File: src/rtl/exec_ctrl_if.sv
// ---------------------------------------------------------------------------
// exec_ctrl_if -- control/status bundle between the execution controller and
// its surroundings (rate divider, front panel, datapath).
//
// Signals
//   tick       pacing strobe, one cycle wide, from the rate divider
//   run_sw     free-run request level (1 = run)
//   step_key   raw asynchronous active-low single-step pushbutton
//   bp_en      breakpoint compare enable
//   bp_addr    breakpoint PC value
//   pc         current datapath program counter
//   cpu_en     one-cycle enable for PC, register bank and memory write
//   state      controller state: HALT=00, RUN=01, STEP=10, BREAK=11
//   instr_cnt  count of executed instructions (wraps at 16 bits)
//   bp_hit     high while the controller sits in BREAK
//
// Handshake: there is no valid/ready pair. tick is a fire-and-forget
// strobe. A qualifying tick sampled on a rising edge is answered by
// cpu_en=1 for exactly the following cycle. A tick is not held or queued.
// All other inputs are levels that are sampled every cycle.
//
// Modports: master drives the inputs (bench / system), slave is the
// controller.
// ---------------------------------------------------------------------------
interface exec_ctrl_if;
  logic        tick;
  logic        run_sw;
  logic        step_key;
  logic        bp_en;
  logic [7:0]  bp_addr;
  logic [7:0]  pc;
  logic        cpu_en;
  logic [1:0]  state;
  logic [15:0] instr_cnt;
  logic        bp_hit;

  modport master (
    output tick, run_sw, step_key, bp_en, bp_addr, pc,
    input  cpu_en, state, instr_cnt, bp_hit
  );

  modport slave (
    input  tick, run_sw, step_key, bp_en, bp_addr, pc,
    output cpu_en, state, instr_cnt, bp_hit
  );
endinterface

File: src/rtl/exec_ctrl.sv
// ---------------------------------------------------------------------------
// exec_ctrl -- execution controller for a small CPU datapath.
//
// Decides when the datapath advances one instruction (cpu_en), either in
// free run paced by tick, in single step from a debounced pushbutton, or
// not at all when halted or stopped at a breakpoint.
//
// Ports
//   clk   single system clock, all state changes on its rising edge
//   rst   synchronous active-low reset
//   bus   exec_ctrl_if.slave: tick, run_sw, step_key, bp_en, bp_addr, pc in;
//         cpu_en, state, instr_cnt, bp_hit out
//
// Parameter
//   DEB_CYCLES  clk cycles the synchronised key must be stable before a
//               level change is accepted
//
// Build option
//   EXEC_CTRL_BP_EN  defined: breakpoint compare and BREAK state are live.
//                    undefined: no comparator, bp_en/bp_addr/pc ignored,
//                    BREAK unreachable, bp_hit tied low.
// ---------------------------------------------------------------------------
module exec_ctrl #(
  parameter int DEB_CYCLES = 500000
) (
  input  logic        clk,
  input  logic        rst,
  exec_ctrl_if.slave  bus
);

  localparam int CW = (DEB_CYCLES > 1) ? $clog2(DEB_CYCLES + 1) : 1;
  localparam logic [CW-1:0] DEB_LAST = CW'(DEB_CYCLES - 1);

  typedef enum logic [1:0] {
    HALT  = 2'b00,
    RUN   = 2'b01,
    STEP  = 2'b10,
    BREAK = 2'b11
  } state_t;

  // ---------------- key synchroniser and debouncer ----------------
  // The synchroniser resets to the idle (released) level so that reset
  // itself never looks like a press.
  logic          sync_ff1;
  logic          sync_ff2;
  logic          deb_level;
  logic          armed;
  logic          step_p;
  logic [CW-1:0] deb_cnt;
  logic          deb_busy;
  logic          deb_done;

  // armed is cleared by reset and set only once the key has been seen
  // stably released. A key held through reset release therefore gets its
  // debounced level pulled to 0 without producing a press.
  // The counter runs while the key differs from the debounced level, or
  // while waiting to see the key released for the first time.
  assign deb_busy = (sync_ff2 != deb_level) || (!armed && sync_ff2);
  assign deb_done = deb_busy && (deb_cnt == DEB_LAST);

  always_ff @(posedge clk) begin
    if (!rst) begin
      sync_ff1  <= 1'b1;
      sync_ff2  <= 1'b1;
      deb_cnt   <= '0;
      deb_level <= 1'b1;
      armed     <= 1'b0;
      step_p    <= 1'b0;
    end else begin
      sync_ff1 <= bus.step_key;
      sync_ff2 <= sync_ff1;
      step_p   <= 1'b0;
      if (!deb_busy) begin
        deb_cnt <= '0;
      end else if (deb_done) begin
        deb_cnt   <= '0;
        deb_level <= sync_ff2;
        if (sync_ff2) begin
          armed <= 1'b1;
        end else if (armed) begin
          step_p <= 1'b1;
        end
      end else begin
        deb_cnt <= deb_cnt + 1'b1;
      end
    end
  end

  // ---------------- breakpoint compare ----------------
  logic bp_match;
`ifdef EXEC_CTRL_BP_EN
  assign bp_match = bus.bp_en && (bus.pc == bus.bp_addr);
`else
  assign bp_match = 1'b0;
`endif

  // ---------------- controller FSM ----------------
  state_t      state_q;
  logic        cpu_en_q;
  logic        bp_hit_q;
  logic [15:0] instr_cnt_q;
  logic        tick_ok;

  // Gating on cpu_en_q keeps cpu_en from ever being high two cycles in a
  // row, even if tick is held high.
  assign tick_ok = bus.tick && !cpu_en_q;

  always_ff @(posedge clk) begin
    if (!rst) begin
      state_q     <= HALT;
      cpu_en_q    <= 1'b0;
      bp_hit_q    <= 1'b0;
      instr_cnt_q <= '0;
    end else begin
      cpu_en_q    <= 1'b0;
      instr_cnt_q <= instr_cnt_q + {15'd0, cpu_en_q};
      case (state_q)
        HALT: begin
          if (bus.run_sw) begin
            state_q <= RUN;
          end else if (step_p) begin
            state_q <= STEP;
          end
        end
        RUN: begin
          // Dropping run_sw wins over a tick in the same cycle.
          if (!bus.run_sw) begin
            state_q <= HALT;
          end else if (tick_ok) begin
            if (bp_match) begin
              state_q  <= BREAK;
              bp_hit_q <= 1'b1;
            end else begin
              cpu_en_q <= 1'b1;
            end
          end
        end
        STEP: begin
          // No breakpoint compare here: stepping off a breakpoint must
          // execute the instruction sitting at it.
          if (tick_ok) begin
            cpu_en_q <= 1'b1;
            state_q  <= HALT;
          end
        end
        BREAK: begin
          if (step_p) begin
            state_q  <= STEP;
            bp_hit_q <= 1'b0;
          end else if (!bus.run_sw) begin
            state_q  <= HALT;
            bp_hit_q <= 1'b0;
          end
        end
        default: begin
          state_q  <= HALT;
          bp_hit_q <= 1'b0;
        end
      endcase
    end
  end

  assign bus.cpu_en    = cpu_en_q;
  assign bus.state     = state_q;
  assign bus.instr_cnt = instr_cnt_q;

`ifdef EXEC_CTRL_BP_EN
  assign bus.bp_hit = bp_hit_q;
`else
  assign bus.bp_hit = 1'b0;
  // Breakpoint inputs are deliberately ignored in this build.
  logic unused_bp;
  assign unused_bp = ^{bus.bp_en, bus.bp_addr, bus.pc, bp_hit_q};
`endif

endmodule

File: src/flat_wrapper.sv
// flat-port wrapper written by rule: the top's interface ports become plain ports
module exec_ctrl_flat 
#(
  parameter int DEB_CYCLES = 500000
)
  (clk, rst, bus_tick, bus_run_sw, bus_step_key, bus_bp_en, bus_bp_addr, bus_pc, bus_cpu_en, bus_state, bus_instr_cnt, bus_bp_hit);
  exec_ctrl_if bus_i ();
  input  logic clk;
  input  logic rst;
  input wire logic [$bits(bus_i.tick)-1:0] bus_tick;
  input wire logic [$bits(bus_i.run_sw)-1:0] bus_run_sw;
  input wire logic [$bits(bus_i.step_key)-1:0] bus_step_key;
  input wire logic [$bits(bus_i.bp_en)-1:0] bus_bp_en;
  input wire logic [$bits(bus_i.bp_addr)-1:0] bus_bp_addr;
  input wire logic [$bits(bus_i.pc)-1:0] bus_pc;
  output wire logic [$bits(bus_i.cpu_en)-1:0] bus_cpu_en;
  output wire logic [$bits(bus_i.state)-1:0] bus_state;
  output wire logic [$bits(bus_i.instr_cnt)-1:0] bus_instr_cnt;
  output wire logic [$bits(bus_i.bp_hit)-1:0] bus_bp_hit;
  assign bus_i.tick = bus_tick;
  assign bus_i.run_sw = bus_run_sw;
  assign bus_i.step_key = bus_step_key;
  assign bus_i.bp_en = bus_bp_en;
  assign bus_i.bp_addr = bus_bp_addr;
  assign bus_i.pc = bus_pc;
  assign bus_cpu_en = bus_i.cpu_en;
  assign bus_state = bus_i.state;
  assign bus_instr_cnt = bus_i.instr_cnt;
  assign bus_bp_hit = bus_i.bp_hit;
  exec_ctrl #(.DEB_CYCLES(DEB_CYCLES)) u_core (.clk(clk), .rst(rst), .bus(bus_i));
endmodule
File: config.mk
export PLATFORM = sky130hd
export DESIGN_NAME = exec_ctrl_flat
export DESIGN_NICKNAME = d
export VERILOG_FILES = /design/src/rtl/exec_ctrl_if.sv /design/src/rtl/exec_ctrl.sv /design/src/flat_wrapper.sv
export SDC_FILE = /design/constraint.sdc
export NUM_CORES = 1
export LEC_CHECK = 0
export CORE_ASPECT_RATIO = 1.5
export CORE_UTILIZATION = 45
export CTS_BUF_LIST = sky130_fd_sc_hd__clkbuf_8
export CTS_CLUSTER_SIZE = 16
export DETAILED_ROUTE_END_ITERATION = 10
export PLACE_DENSITY = 0.72
export SLEW_MARGIN = 40
export SYNTH_ARGS = -nofsm -noshare
export SYNTH_HDL_FRONTEND = slang
export SYNTH_SLANG_ARGS = --single-unit
File: constraint.sdc
create_clock -name clk -period 2.6 [get_ports clk]
set_input_delay 0.52 -clock clk [delete_from_list [all_inputs] [get_ports clk]]
set_output_delay 0.52 -clock clk [all_outputs]
set_load 0.01 [all_outputs]
After elaboration in Yosys (flattened, before gate mapping) --
Cells that the tools add are included.
Word-level totals: bits of input ports 22, word-level logic and storage cells 43, output and inout bits 20, register bits 43
Operators by class: equal/unequal tests 7, add/sub/neg operators 2, muxes and demuxes 10, reduce and logical (&&, ||, !) cells 12, bitwise operators 3
Operator list (count):
- adder 19 x 1 -> 19 bit, second input constant | 1
- == test 19 bit, second input constant | 1
- adder 16 x 1 -> 16 bit | 1
- 2-to-1 mux 2 bit | 5
- one-hot mux 2 bit (4 select lines) | 1
- == test 2 bit, second input constant | 2
- AND reduction 2 bit | 2
- OR reduction 4 bit | 1
- logical AND 1 bit | 3
- 2-to-1 mux 1 bit | 3
- inequality test 3 x 2 -> 1 bit, second input constant | 1
- inverter 1 bit | 3
- AND reduction 3 bit | 1
- OR reduction 3 bit | 1
- == test 2 x 1 -> 1 bit, second input constant | 1
- zero test 1 bit | 2
- zero test 2 bit | 1
- inequality test 2 x 1 -> 1 bit, second input constant | 1
- one-hot mux 1 bit (2 select lines) | 1
- logical OR 1 bit | 1
- inequality test 1 bit | 1

Depth between registers and ports, before layout --
Gate-level depths: netlist of run 1.
word-level depth 6, depth in mapped cells 6

Least setup slack after synthesis of run 1 --
OpenSTA, ideal clock, no wires.
kind register -> register, start register u_core.deb_cnt[0], end register u_core.deb_cnt[16], arrival 1.682 ns, clock period less this slack 1.754 ns, library setup time 0.072 ns, path slack 0.846 ns, data required time 2.528 ns, cell stages (with the launch flop) 6, path through dfxtp_1 ha_1 nand3_1 or4_4 or3_1 a21oi_1
On the way: longest elaborated chain between the ends 3, elaborated cells on any way between the ends 4, those cells by class 1 x add/sub; 1 x eq/ne; 2 x reduce/logical
RTL lines:
- from (decl) | line exec_ctrl.sv:49 | logic [CW-1:0] deb_cnt;
- from (signal assigned) | line exec_ctrl.sv:84 | deb_cnt <= deb_cnt + 1'b1;
- parallel branches: the longest is 3 deep, another holds adder 19 x 1 -> 19 bit
Several ways; the timed one is not identified. A chain may end at the register's enable or synchronous reset.

Worst setup path after layout of run 1 --
start register u_core.deb_cnt[0], end register u_core.deb_cnt[18]
Same word-level chain as after synthesis.

==> results of run 1 <==
power by group through the flow:
stage               combinational (mW)  clock, mW  sequential, mW
detailed placement              0.0730          0           0.693
CTS                             0.0735      0.436           0.678
global placement                0.0719          0           0.693
finish                          0.0722      0.420           0.678
floorplan                       0.0454          0           0.693
global route                    0.0821      0.457           0.679
registers in the layout, summed over array words and instances, names as in the netlist:
register              count
u_core.armed              1
u_core.bus.cpu_en         1
u_core.bus.instr_cnt     16
u_core.bus.state          2
u_core.deb_cnt           19
u_core.deb_level          1
u_core.step_p             1
u_core.sync_ff1           1
u_core.sync_ff2           1
worst paths after layout:
check	start	end	slack, ns	cells after the start
max	u_core.deb_cnt[0]	u_core.deb_cnt[18]	0.61	5
min	u_core.sync_ff1	u_core.sync_ff2	0.42	1
max reg2reg	u_core.deb_cnt[0]	u_core.deb_cnt[18]	0.61	5
min reg2reg	u_core.sync_ff1	u_core.sync_ff2	0.42	1
kinds of logic after synthesis:
| group | Yosys count |
|---|---|
| other cells | 1 |
| mux | 1 |
| buf+inv | 15 |
| xor+xnor | 23 |
| fa+ha+maj | 8 |
| compound gates | 27 |
| simple gates | 104 |
| flops | 43 |
worst max-delay path, cell delays in order (launching register included):
cell and delay [ns]:
dfxtp_1 0.38, ha_1 0.23, nand3_1 0.24, or4_4 0.62
or3_1 0.32, a21oi_1 0.14
through the flow:
stage	worst slack (ns)	cell area, µm²
after global placement	0.682	2250
after detailed placement	0.659	2250
after CTS	0.620	2340
after floorplan	0.846	1970
final	0.613	2340
after global routing	0.519	2340
routing by layer:
layer  track usage  part of all wire  up-vias
met5             0                 0        -
met3        0.0327             0.025        5
met4        0.0466             0.012        0
met2         0.307              0.55       23
li1              -                 -      821
met1         0.171              0.42      749
cells in the final DEF, fill, tap and decap left out, drive strengths merged, types with 3 or more instances in the layout:
cell type,count
nor2,27
or4,4
xnor2,12
a21oi,10
nor4,6
o21ai,8
nand2,15
nand3,12
clkdlybuf4s50,23
and3,4
nor3,6
or3,4
o31ai,3
xor2,11
and2,6
nand4,10
clkbuf,6
nand2b,4
inv,7
dfxtp,43
ha,8
buf,4
layout make-up:
class | instances | area (µm²)
Clock buffer | 6 | 82.6
Timing Repair Buffer | 27 | 260
Multi-Input combinational cell | 164 | 1040
Inverter | 8 | 30.0
Clock inverter | 1 | 5.00
Tap cell | 46 | 57.6
Fill cell | 413 | 1870
Sequential cell | 43 | 861
==> results.cfg, run 1 <==
[power]
leakagePower_nw = 0.828
p_per_area_nw_per_um2 = 500
clock_power_share = 0.359
seqPwrFrac = 0.579
fin_total_pwr_mw = 1.17
p_sw_mw = 0.259
comb_power_share = 0.062
switching_share = 0.221
ir_drop_mv = 0.344
p_int_mw = 0.911

[clocking]
cts_resized = 0
clock-root-buffer = clkbuf_8
clk_latency_ns = 0.29
cts_buffers = 5
cts_setup_buffers = 0
clkTransAtPathRegs_ns = 0.08
cts.path.max_buffers = 2
cts.sinks = 43
cts_tree = yes
ctsHoldBuffers = 0
htree_levels = 2

[critical_path]
critPathMaxFanout = 6
cp-start-kind = register
required_ns = 2.82
crit_arrival_ns = 2.21
worst-setup-path-type = register to register
end_kind = register

[drt]
drt_wl_total_mm = 3.60
antenna_left = 0
drc = 0
via_per_inst = 5.42
vias = 1598
first_pass_iters = 4
drt-wirelength-per-cell_um = 12.2
drtIter0Drc = 50

[timing]
finalClockSkew_ns = 0.00566
rsz0062_at_grt = no
min_period_over_period = 0.764
clock.fmax_mhz = 503
holdWs_ns = 0.416
slew_violations = 0
tns_ns = 0
fin_crit_ns = 1.99
hold_viol = 0
setup_viol = 0

[synthesis]
synthAdderAreaFrac = 0.0507
synth_area_leader_cell = dfxtp_1
synth.area.top_cells = dfxtp_1 (44%), xnor2_1 (5.3%), nor2_1 (5.1%)
yosysMostFrequentCell = dfxtp_1
synthSimpleGateAreaFrac = 0.288
synth_compound_area_frac = 0.0805
synthFlopType = dfxtp_1
synth_top_family_by_area = simple AND/OR/NAND/NOR gates
netlist_area_um2 = 1970
muxShareOfSynthArea = 0.00507
synthCells = 222
ys_types = 42
async_reset_ff_frac = 0
synth_seq_area_share = 0.436
synth-xor-area-share = 0.102
synth_top_cells_by_count = dfxtp_1 (43), nor2_1 (27), nand2_1 (15)
synth_top_area_frac = 0.436
ys_ff_latch = 43
avgSynthCellArea_um2 = 8.89
synth_nets = 252
synth_enable_flop_cells = 0
synth_warnings = 0

[grt]
grt_pass1_wl_mm = 6.12
grt_max_degree = 18
grt_pass1_vias = 1518
grt_antenna_before_repair = 0
gr-usage-all-layers = 0.160
grt-ovfl-total = 0

[place]
io_buffer_count = 23
dpl.cell_count = 288
place_congestion = 0.705
dp_hpwl_mm = 2.63

[die]
core_um2 = 4210
rows = 29
num_io_pins = 42
dieArea_um2 = 4660
start_util = 0.469
die_h_um = 83.1
dieWidth_um = 56.1

[cells_and_area]
finalNonFillerCells = 295
finalNetCount = 279
drive_above_1_share = 0.0683
antenna_cells = 0
fin_util = 0.556
areaGrowthSynthToFinish_pct = 18.5

[job]
maxCapViolCount = 0

[run_status]
status = finished, final reports clean

[min_path]
hold_class = register to register
No activity file was read; power rests on OpenSTA's default activity.
==> run 2, diff against run 1 <==
--- a/config.mk
+++ b/config.mk
@@ -10,7 +10,7 @@
 export CTS_BUF_LIST = sky130_fd_sc_hd__clkbuf_8
 export CTS_CLUSTER_SIZE = 16
 export DETAILED_ROUTE_END_ITERATION = 10
-export PLACE_DENSITY = 0.72
+export PLACE_DENSITY = 0.75
 export SLEW_MARGIN = 40
 export SYNTH_ARGS = -nofsm -noshare
 export SYNTH_HDL_FRONTEND = slang
==> constraint.sdc (replaced) <==
create_clock -name clk -period 1.6 [get_ports clk]
set_input_delay 0.32 -clock clk [delete_from_list [all_inputs] [get_ports clk]]
set_output_delay 0.32 -clock clk [all_outputs]
set_load 0.01 [all_outputs]
==> run 2 against run 1 <==
Against the previous run:
- setup slack worse by 0.58 ns
- largest power group unchanged
- hold slack worse by 0.015 ns
- routed wire length rose by 15%
- highest routed layer unchanged
- clock power is 99% higher
- sequential power is 62% higher
- critical path depth unchanged
- total power up 77%
- clock skew rose by 0.0048 ns
- core utilization rose by 7.9 points
- combinational power is 90% higher
- global-route usage up 2.7 points
==> results.cfg, run 2 (same netlist as run 1, synthesis figures left out) <==
[clocking]
cts_tree = yes
cts.sinks = 43
htree_levels = 2
cts_buffers = 5
clock-root-buffer = clkbuf_8
cts.path.max_buffers = 2
ctsHoldBuffers = 0
clkTransAtPathRegs_ns = 0.09
clk_latency_ns = 0.30

[power]
clock_power_share = 0.404
comb_power_share = 0.066
fin_total_pwr_mw = 2.07
seqPwrFrac = 0.530
ir_drop_mv = 0.701
p_sw_mw = 0.458
switching_share = 0.221
leakagePower_nw = 1.05
p_int_mw = 1.61
p_per_area_nw_per_um2 = 774

[timing]
min_period_over_period = 0.977
finalClockSkew_ns = 0.0104
rsz0062_at_grt = yes
hold_viol = 0
fin_crit_ns = 1.56
holdWs_ns = 0.401
tns_ns = 0
clock.fmax_mhz = 639
layout_setup_ws_ns = 0.0361
setup_viol = 0
slew_violations = 0

[critical_path]
rrSetupSlack_ns = 0.04
end_kind = register
cp-start-kind = register
required_ns = 1.83
crit_arrival_ns = 1.80
worst-setup-path-type = register to register
critPathMaxFanout = 4

[place]
placed_area_um2 = 2480
dpl.cell_count = 313
io_buffer_count = 23
dp_slack_ns = -0.0408
dp_hpwl_mm = 3.04
place_congestion = 0.807

[die]
rows = 29
dieArea_um2 = 4660
die_h_um = 83.1
core_um2 = 4210
start_util = 0.469
dieWidth_um = 56.1
num_io_pins = 42

[cells_and_area]
fin_util = 0.635
regMostFlops = u_core.deb_cnt
drive_above_1_share = 0.254
antenna_cells = 0
areaGrowthSynthToFinish_pct = 35.4
finalNonFillerCells = 326
finish.instance_area_um2 = 2670
final_cell_mix = buf_4 (34), nor2_1 (27), dfxtp_1 (25)
largest_reg_flops = 19
finalNetCount = 309
final_common_cell = buf_4

[drt]
drt-wirelength-per-cell_um = 12.6
drc = 0
drt_wl_total_mm = 4.12
first_pass_iters = 4
via_per_inst = 5.29
antenna_left = 0
drtIter0Drc = 65
vias = 1724

[grt]
gr-usage-all-layers = 0.188
grt_pass1_vias = 1750
grt-ovfl-total = 0
grt_pass1_wl_mm = 7.02
grt_max_degree = 15
grt_antenna_before_repair = 0

[job]
maxCapViolCount = 0

[run_status]
status = finished, final reports clean

[min_path]
hold_class = register to register
run 2: cell types whose count changed in the layout (fill, tap and decap cells not counted), moves of 5 or more:
| cell | delta |
|---|---|
| buf_4 | +30 |
| dfxtp_1 | -18 |
| dfxtp_2 | +11 |
| dfxtp_4 | +7 |
| clkdlybuf4s50_1 | -6 |
| dlygate4sd2_1 | +5 |
run 2: path summary, 6_finish.rpt:
check	from	endpoint	cells after the start
hold reg to reg	u_core.sync_ff1	u_core.sync_ff2	1
setup reg to reg	u_core.deb_cnt[0]	u_core.deb_cnt[16]	5
hold / removal	u_core.sync_ff1	u_core.sync_ff2	1
setup / recovery	u_core.deb_cnt[0]	u_core.deb_cnt[16]	5
run 2: worst max-delay path, stage by stage (launching register included):
cell     delay [ns]
dfxtp_4        0.38
ha_4           0.15
nand3_4        0.06
or4_4          0.44
or3_4          0.34
a21oi_2        0.13
run 2: routing by layer:
metal | track usage | wire [µm] | share of wire | up-vias
li1 | - | - | - | 882
met1 | 0.188 | 1680 | 0.41 | 802
met2 | 0.357 | 2250 | 0.55 | 30
met3 | 0.0421 | 112 | 0.027 | 10
met4 | 0.0820 | 78 | 0.019 | 0
met5 | 0 | 0 | 0 | -
run 2: cell type report:
class | instances | area, µm²
fill | 385 | 1540
inverter | 8 | 30.0
sequential | 43 | 901
clock buffer | 5 | 68.8
tap | 46 | 57.6
multi-input combinational | 164 | 1090
clock inverter | 3 | 43.8
timing repair buffer | 57 | 482
run 2: repair_timing:
| action | in CTS | in global routing |
|---|---|---|
| buffers inserted | 0 | 5 |
| pin swaps | 2 | 7 |
| hold endpoints to repair | 0 | 0 |
| gates resized for setup | 12 | 14 |
| endpoints found under the setup margin | 11 | 13 |
run 2: power groups by stage:
stage                     registers (mW)  logic (mW)  clock network, mW
after floorplan                     1.13      0.0767                  0
after global placement              1.13       0.131                  0
after detailed placement            1.13       0.134                  0
after CTS                           1.10       0.138              0.865
after global routing                1.10       0.152              0.904
final                               1.10       0.137              0.835
